`config.mk`:
```
export PLATFORM = sky130hd
export DESIGN_NAME = vga_image_scanout
export DESIGN_NICKNAME = d
export VERILOG_FILES = /design/src/rtl/vga_image_scanout.sv
export SDC_FILE = /design/constraint.sdc
export NUM_CORES = 1
export LEC_CHECK = 0
export BUFFER_PORTS_ARGS = -buffer_cell sky130_fd_sc_hd__buf_4
export CAP_MARGIN = 20
export CORE_AREA = 2 2 72 67
export DETAILED_ROUTE_END_ITERATION = 10
export DIE_AREA = 0 0 74 69
export GPL_ROUTABILITY_DRIVEN = 0
export PLACE_DENSITY_LB_ADDON = 0.12
export SLEW_MARGIN = 20
export SYNTH_ARGS = -nofsm -noshare
export SYNTH_HDL_FRONTEND = slang
export SYNTH_SLANG_ARGS = --single-unit
```
`constraint.sdc`:
```
create_clock -name clk -period 3.3 [get_ports clk]
set_input_delay 0.66 -clock clk [delete_from_list [all_inputs] [get_ports clk]]
set_output_delay 0.66 -clock clk [all_outputs]
set_load 0.01 [all_outputs]
```
`src/rtl/vga_image_scanout.sv`:
```
`default_nettype none
// ============================================================================
//  Module      : vga_image_scanout
//  Description : VGA raster scan-out. Generates 640x480@60 timing from the
//                system clock, drives a linear address into a combinational
//                image ROM and registers the returned pixel together with
//                sync/data-enable so colour and sync leave aligned.
//  Revision    : 1.0 - initial release
// ============================================================================
module vga_image_scanout #(
   parameter int CLK_DIV  = 4,
   parameter int H_ACTIVE = 640,
   parameter int H_FP     = 16,
   parameter int H_SYNC   = 96,
   parameter int H_BP     = 48,
   parameter int V_ACTIVE = 480,
   parameter int V_FP     = 10,
   parameter int V_SYNC   = 2,
   parameter int V_BP     = 33,
   parameter int ADDR_W   = 19
) (
   input  logic              clk,
   input  logic              rst,
   input  logic              blank,
   output logic [ADDR_W-1:0] rom_addr,
   input  logic [11:0]       rom_data,
   output logic [3:0]        vga_r,
   output logic [3:0]        vga_g,
   output logic [3:0]        vga_b,
   output logic              hsync,
   output logic              vsync,
   output logic              de,
   output logic              frame_start
);

   localparam int c_H_TOTAL = H_ACTIVE + H_FP + H_SYNC + H_BP;
   localparam int c_V_TOTAL = V_ACTIVE + V_FP + V_SYNC + V_BP;
   localparam int c_DW      = $clog2(CLK_DIV);
   localparam int c_HW      = $clog2(c_H_TOTAL);
   localparam int c_VW      = $clog2(c_V_TOTAL);

   localparam logic [c_DW-1:0] c_DIV_LAST = c_DW'(CLK_DIV - 1);
   localparam logic [c_HW-1:0] c_H_LAST   = c_HW'(c_H_TOTAL - 1);
   localparam logic [c_HW-1:0] c_H_ACT    = c_HW'(H_ACTIVE);
   localparam logic [c_HW-1:0] c_HS_BEG   = c_HW'(H_ACTIVE + H_FP);
   localparam logic [c_HW-1:0] c_HS_END   = c_HW'(H_ACTIVE + H_FP + H_SYNC);
   localparam logic [c_VW-1:0] c_V_LAST   = c_VW'(c_V_TOTAL - 1);
   localparam logic [c_VW-1:0] c_V_ACT    = c_VW'(V_ACTIVE);
   localparam logic [c_VW-1:0] c_VS_BEG   = c_VW'(V_ACTIVE + V_FP);
   localparam logic [c_VW-1:0] c_VS_END   = c_VW'(V_ACTIVE + V_FP + V_SYNC);

   logic [c_DW-1:0]   r_div_cnt;
   logic [c_HW-1:0]   r_h_cnt;
   logic [c_VW-1:0]   r_v_cnt;
   logic [ADDR_W-1:0] r_addr_cnt;
   logic [11:0]       r_rgb;
   logic              r_de;
   logic              r_hsync;
   logic              r_vsync;
   logic              r_frame_start;

   logic w_tick;
   logic w_h_last;
   logic w_v_last;
   logic w_frame_wrap;
   logic w_active;
   logic w_hs;
   logic w_vs;

   // Pixel-rate strobe and raster decode of the current (pre-advance) position
   always_comb begin
      w_tick       = (r_div_cnt == c_DIV_LAST);
      w_h_last     = (r_h_cnt == c_H_LAST);
      w_v_last     = (r_v_cnt == c_V_LAST);
      w_frame_wrap = w_h_last && w_v_last;
      w_active     = (r_h_cnt < c_H_ACT) && (r_v_cnt < c_V_ACT);
      w_hs         = !((r_h_cnt >= c_HS_BEG) && (r_h_cnt < c_HS_END));
      w_vs         = !((r_v_cnt >= c_VS_BEG) && (r_v_cnt < c_VS_END));
   end

   // System-clock divider producing one tick per pixel period
   always_ff @(posedge clk) begin
      if (rst || w_tick) begin
         r_div_cnt <= '0;
      end else begin
         r_div_cnt <= r_div_cnt + c_DW'(1);
      end
   end

   // Horizontal/vertical raster counters, advanced on the pixel tick
   always_ff @(posedge clk) begin
      if (rst) begin
         r_h_cnt <= '0;
         r_v_cnt <= '0;
      end else if (w_tick) begin
         if (w_h_last) begin
            r_h_cnt <= '0;
            r_v_cnt <= w_v_last ? '0 : r_v_cnt + c_VW'(1);
         end else begin
            r_h_cnt <= r_h_cnt + c_HW'(1);
         end
      end
   end

   // Linear ROM address: steps through visible pixels only, so it tracks
   // v*H_ACTIVE+h without a multiplier and parks during blanking
   always_ff @(posedge clk) begin
      if (rst) begin
         r_addr_cnt <= '0;
      end else if (w_tick) begin
         if (w_frame_wrap) begin
            r_addr_cnt <= '0;
         end else if (w_active) begin
            r_addr_cnt <= r_addr_cnt + ADDR_W'(1);
         end
      end
   end

   // Output stage: pixel and sync registered together, one pixel period behind
   always_ff @(posedge clk) begin
      if (rst) begin
         r_rgb   <= 12'h000;
         r_de    <= 1'b0;
         r_hsync <= 1'b1;
         r_vsync <= 1'b1;
      end else if (w_tick) begin
         r_rgb   <= (w_active && !blank) ? rom_data : 12'h000;
         r_de    <= w_active;
         r_hsync <= w_hs;
         r_vsync <= w_vs;
      end
   end

   // Single-cycle frame marker following the tick that wraps to (0,0)
   always_ff @(posedge clk) begin
      if (rst) begin
         r_frame_start <= 1'b0;
      end else begin
         r_frame_start <= w_tick && w_frame_wrap;
      end
   end

   assign rom_addr    = r_addr_cnt;
   assign vga_r       = r_rgb[11:8];
   assign vga_g       = r_rgb[7:4];
   assign vga_b       = r_rgb[3:0];
   assign de          = r_de;
   assign hsync       = r_hsync;
   assign vsync       = r_vsync;
   assign frame_start = r_frame_start;

endmodule
`default_nettype wire

```
==> key figures, run 1 <==
Status
  • Status: completed

Global route
  • Met2 Use GR: 34.0%
  • GRT Overall Usage: 21.8%
  • Largest net degree at the start of global routing: 28
  • Gr ovfl total: 0
  • Vias in the first global route: 1942
  • Met3 GRT Util: 7.89%
  • Grt met1 use: 27.5%
  • GR peak layer: met2
  • Initial antenna violation count: 0
  • First-pass GRT wire length: 8680 microns

Yosys
  • Yosys reg bits: 57
  • Post-Syn Area: 2450 sq um
  • Synth area leaders: dfxtp_1, xor2_1, nor2_1
  • Top-count cell post-synth: dfxtp_1
  • Register area share after synthesis: 46.5%
  • Post-Synthesis Cells: 269
  • Syn Nets: 290
  • Share of the synthesized area in the top cell type: 46.5%
  • Ys Warns: 0
  • Count of cell types in the netlist: 32
  • Asr flop ratio synth: 0%
  • Synthesized area per cell: 9.12 sq um
  • EDFF count, synth: 0
  • Top post-synthesis cells by count: dfxtp_1, nor2_1, xor2_1
  • Cell taking the most area after synthesis: dfxtp_1
  • Predominant post-synthesis flop cell: dfxtp_1

Place
  • Placed cell areas: 2860 sq um
  • Placed insts: 372
  • I/O Buffers: 49
  • Post-DP HPWL: 3550 microns
  • Placement Setup Slack: 1140 ps

Job
  • Max Cap Viol: 0

Power and ir drop
  • VDD IR-drop max: 0.356 mV
  • Pwr/cell area: 484 nW/um^2
  • Pleak: 1.26 nW

Finish
  • Design area: 3090 sq um
  • # nets final: 342
  • Final non-filler cell total: 388
  • Final design utilization: 71.1%
  • Area added between synthesis and finish: 26.0%
  • Share of layout cells above drive strength 1: 23.6%
  • N_diodes: 0

Floorplan
  • Initial Util: 56.5%
  • Die Ht: 69 microns
  • Die W: 74 microns
  • Ports: 50
  • # rows: 23
  • Core Region: 4350 sq um
  • Die Footprint: 5110 sq um

Detailed routing
  • TritonRoute pass-1 iters: 4
  • Post-detailed-routing wire length: 5070 microns
  • Routed vias/inst: 5.30
  • DRC: 0
  • Via total after detailed routing: 2055
  • Detail Route Antenna Nets: 0
  • Iteration-0 DRC Markers: 118
  • DR WL/cell: 13.1 microns

Worst setup path
  • Crit. End Element: register
  • CP Launch Type: register
  • R2R depth: 7
  • Setup CP Type: reg -> reg
  • Critical path peak fanout: 27
  • Crit path required time: 3510 ps
  • WP data arrival: 2400 ps

STA
  • Setup-failing EPs final: 0
  • Period utilisation layout: 66.2%
  • Slew Limit Fails: 0
  • Worst-margin pin slew: 902 ps
  • Final Skew: 6.31 ps
  • Final setup TNS: 0 ps
  • Max_slew headroom: 39.7%
  • Hold Fails Final Rpt: 0
  • Fmax: 458 MHz
  • RSZ-0062 raised after global routing: no
  • Minimum clock period: 2180 ps
  • Final setup margin: 1120 ps

Clock network
  • CTS Buf Count: 9
  • TritonCTS clock tree: built
  • Hold buffers post-CTS: 0
  • Setup Buffers After CTS: 0
  • Worst-path clk slew: 60 ps
  • Clk Latency, worst-skew pair: 330 ps
  • Post-cts resize count: 0
  • Number of H-tree levels: 3
  • Num Clock Sinks: 57
  • CTS Buffer Depth: 2
  • CTS root buf: clkbuf_8

Worst hold path
  • Hold Path Class: reg -> reg
  • Worst hold path depth: 1
[registers in the layout, indices dropped and copies added, names as in the netlist]
signal       count
rom_addr        19
r_rgb           12
r_h_cnt         10
r_v_cnt         10
r_div_cnt        2
de               1
frame_start      1
hsync            1
vsync            1
[cell families (layout without fill, tap and decap cells)]
logic type,after synthesis,count (layout),share of synthesized area (%)
fa+ha+maj,6,6,3.06
flops,57,57,46.5
buf+inv,17,74,3.16
compound gates,31,31,9.08
mux,1,1,0.408
simple gates,128,128,27.4
xor+xnor,29,29,10.4
[per-stage QoR]
stage / hold WS [ps] / total power [mW]
2_1_floorplan: 404 / 0.750
3_3_place_gp: 412 / 0.777
3_5_place_dp: 418 / 0.778
4_1_cts: 430 / 1.51
5_1_grt: 464 / 1.55
6_report: 426 / 1.50
[area by class of cell]
| cell class | instances | area [sq um] |
|---|---|---|
| fillers | 342 | 1250 |
| clock buffers | 11 | 151 |
| inverters | 7 | 26.3 |
| flip-flops and latches | 57 | 1140 |
| repair buffers | 51 | 383 |
| well taps | 62 | 77.6 |
| multi-input cells | 195 | 1230 |
| clock inverters | 5 | 77.6 |
[critical path: stages, from the launching register on]
cell and delay [ps]:
dfxtp_1 330, ha_1 440, and2_2 260, and3_1 410, nand2_1 160, nand2_1 100
buf_4 280, nor2_1 90
[final timing paths]
check / end / from / slack [ps]
worst max-delay path: r_v_cnt[6]$_SDFFE_PP0P_ / r_div_cnt[0]$_SDFF_PP0_ / 1120
worst min-delay path: r_div_cnt[0]$_SDFF_PP0_ / r_div_cnt[0]$_SDFF_PP0_ / 430
worst max register to register: r_v_cnt[6]$_SDFFE_PP0P_ / r_div_cnt[0]$_SDFF_PP0_ / 1120
worst min register to register: r_div_cnt[0]$_SDFF_PP0_ / r_div_cnt[0]$_SDFF_PP0_ / 430
[cells in the final DEF (no fill, tap or decap), types with 2 or more instances in the layout]
cell and count:
dfxtp_1 57, nand4_1 13, nor4b_1 2, nand2_1 21
o21ai_0 8, and2_2 2, clkbuf_8 11, and4_1 2
nand3_1 17, xnor2_1 5, a22o_1 12, and3_2 2
nor3_1 8, and3_1 9, or3_1 6, xor2_1 24
and4bb_2 2, inv_1 7, bufinv_16 2, a21oi_1 10
clkinv_2 2, ha_1 6, and4_2 2, nor2_1 34
buf_4 51, nand2b_1 3
[report_power, final]
group	internal [mW]	total [mW]	switching (mW)	leakage, nW
clock	0.463	0.733	0.270	0.115
sequential	0.697	0.703	0.00599	0.460
combinational	0.0281	0.0597	0.0316	0.685
[layer usage]
| metal | wire length (microns) | part of all wire [%] |
|---|---|---|
| met1 | 2270 | 45 |
| met2 | 2480 | 49 |
| met3 | 245 | 4.8 |
| met4 | 63 | 1.2 |
| met5 | 0 | 0 |
No activity file was read; power rests on OpenSTA's default activity.
==> run 2: changes to the inputs <==
--- a/config.mk
+++ b/config.mk
@@ -7,9 +7,9 @@
 export LEC_CHECK = 0
 export BUFFER_PORTS_ARGS = -buffer_cell sky130_fd_sc_hd__buf_4
 export CAP_MARGIN = 20
-export CORE_AREA = 2 2 72 67
+export CORE_AREA = 2 2 78 73
 export DETAILED_ROUTE_END_ITERATION = 10
-export DIE_AREA = 0 0 74 69
+export DIE_AREA = 0 0 80 75
 export GPL_ROUTABILITY_DRIVEN = 0
 export PLACE_DENSITY_LB_ADDON = 0.12
 export SLEW_MARGIN = 20
==> constraint.sdc (replaced) <==
create_clock -name clk -period 1.88 [get_ports clk]
set_input_delay 0.376 -clock clk [delete_from_list [all_inputs] [get_ports clk]]
set_output_delay 0.376 -clock clk [all_outputs]
set_load 0.01 [all_outputs]
==> run 2 against run 1 <==
  * Sequential power grew 76%
  * Non-clock buffer count grew 12
  * Die area grew 18%
  * Maximum frequency grew 24%
  * Utilization shrank 7.8 points
  * Worst setup slack lost 1000 ps
  * Largest cell class unchanged
  * Final cell count grew 4.6%
  * Global-route usage shrank 2.9 points
  * Total power grew 84%
  * Sequential share of layout area shrank 1.7 points
  * Design area grew 5.2%
  * Wire length grew 7.8%
==> key figures, run 2 (synthesis gave the netlist of run 1 again) <==
STA
  • Final Skew: 8.82 ps
  • Final setup margin: 117 ps
  • Slew Limit Fails: 0
  • Fmax: 567 MHz
  • Minimum clock period: 1760 ps
  • Worst-margin pin slew: 791 ps
  • Minimum hold slack: 247 ps
  • Hold Fails Final Rpt: 0
  • Period utilisation layout: 93.8%
  • Max_slew headroom: 47.1%
  • Setup-failing EPs final: 0

Clock network
  • CTS root buf: clkbuf_8
  • Number of H-tree levels: 3
  • TritonCTS clock tree: built
  • Worst-path clk slew: 70 ps
  • Post-cts resize count: 0
  • Setup Buffers After CTS: 0
  • CTS Buf Count: 9
  • Clk Latency, worst-skew pair: 330 ps
  • Num Clock Sinks: 57
  • CTS Buffer Depth: 2
  • Hold buffers post-CTS: 0

Worst setup path
  • CP startpoint: r_v_cnt[1]$_SDFFE_PP0P_
  • Worst r2r dst: rom_addr[14]$_SDFFE_PP0P_
  • Crit path largest cell delay: 380 ps
  • Setup CP Type: reg -> reg
  • Reg-to-reg slack, setup: 120 ps
  • Reg2reg start: r_v_cnt[1]$_SDFFE_PP0P_
  • Critical path peak fanout: 6
  • R2R depth: 7
  • Crit. End Element: register
  • CP cell instances: inv_1, ha_1, and4bb_2, and4_4, a32oi_4, or3_1, a21oi_2
  • Crit path required time: 2150 ps
  • WP data arrival: 2030 ps
  • End of the critical path: rom_addr[14]$_SDFFE_PP0P_
  • CP Launch Type: register
  • CP max-delay cell: or3_1

Power and ir drop
  • Tot Pwr: 2.75 mW
  • VDD IR-drop max: 0.525 mV
  • Pleak: 1.35 nW
  • Pwr/cell area: 845 nW/um^2

Floorplan
  • Die Footprint: 6000 sq um
  • Die Ht: 75 microns
  • Die W: 80 microns
  • Ports: 50
  • Core Region: 5130 sq um
  • Initial Util: 47.8%
  • # rows: 25

Global route
  • First-pass GRT wire length: 8710 microns
  • Vias in the first global route: 1921
  • Gr ovfl total: 0
  • Initial antenna violation count: 0
  • GRT Overall Usage: 19.0%
  • Largest net degree at the start of global routing: 28

Worst hold path
  • Worst hold path depth: 2
  • Hold Path Class: in -> reg

Status
  • Status: completed

Finish
  • # nets final: 355
  • Most common cell after layout, fill and taps aside: buf_4
  • Area added between synthesis and finish: 32.5%
  • Commonest cells after routing, fill and taps aside: buf_4, dfxtp_1, nor2_1
  • Largest register FFs: 19
  • N_diodes: 0
  • FILL cells: 460
  • Reg area: 1140 sq um
  • Share of layout cells above drive strength 1: 27.7%
  • Multi-input gate area: 1270 sq um

Detailed routing
  • Routed vias/inst: 5.14
  • Post-detailed-routing wire length: 5460 microns
  • Met1 WL: 2560 microns
  • DR WL met3: 268 microns
  • Top routing layer used: met4
  • DR WL/cell: 13.5 microns
  • Met2 routed WL: 2590 microns
  • Via total after detailed routing: 2085
  • DRC: 0
  • TritonRoute pass-1 iters: 4
  • Detail Route Antenna Nets: 0
  • Iteration-0 DRC Markers: 49

Place
  • I/O Buffers: 49
  • Post-DP HPWL: 3700 microns
  • Placement Setup Slack: 114 ps

Job
  • Max Cap Viol: 0
-- run 2: how the worst min path moves through the flow --
stage / start / end / slack (ps)
after CTS: rom_data[4] / r_rgb[4]$_SDFFE_PP0P_ / 240
after detailed placement: r_div_cnt[0]$_SDFF_PP0_ / r_div_cnt[0]$_SDFF_PP0_ / 440
final: rom_data[4] / r_rgb[4]$_SDFFE_PP0P_ / 250
after floorplan: r_div_cnt[0]$_SDFF_PP0_ / r_div_cnt[0]$_SDFF_PP0_ / 400
after global placement: r_div_cnt[0]$_SDFF_PP0_ / r_div_cnt[0]$_SDFF_PP0_ / 420
after global routing: rom_data[11] / r_rgb[11]$_SDFFE_PP0P_ / 230
-- run 2: metrics by stage --
stage,instance area (sq um),cells,TNS (ps),utilization [%]
final,3250,406,0,63.4
after global routing,3250,406,-7.25,63.4
after CTS,3220,405,0,62.7
after detailed placement,2970,389,0,57.9
after global placement,2970,389,0,57.9
after floorplan,2450,269,0,-
-- run 2: critical path: cells and delay by family, from the launching register on --
kind                     cells  cell delay [ps]
flip-flops                   1              350
buffers and inverters        1               80
AND/OR/NAND/NOR              3              870
AO/OA/AOI/OAI                2              270
adder cells (fa/ha/maj)      1              130
-- run 2: metal layers --
metal  up-vias  GRT usage [%]
met3         2           7.19
li1       1074              -
met1       962           25.0
met4         0           7.16
met5         -              0
met2        47           28.5
-- run 2: report_power, final --
part	internal, mW	switching (mW)
clock network	0.915	0.486
logic	0.0556	0.0567
registers	1.22	0.0109
-- run 2: cell type report --
| cell class | count | area share (%) |
|---|---|---|
| multi-input cells | 196 | 39.0 |
| clock inverters | 5 | 3.16 |
| well taps | 67 | 2.58 |
| repair buffers | 63 | 14.9 |
| inverters | 7 | 0.808 |
| flip-flops and latches | 57 | 35.2 |
| clock buffers | 11 | 4.35 |
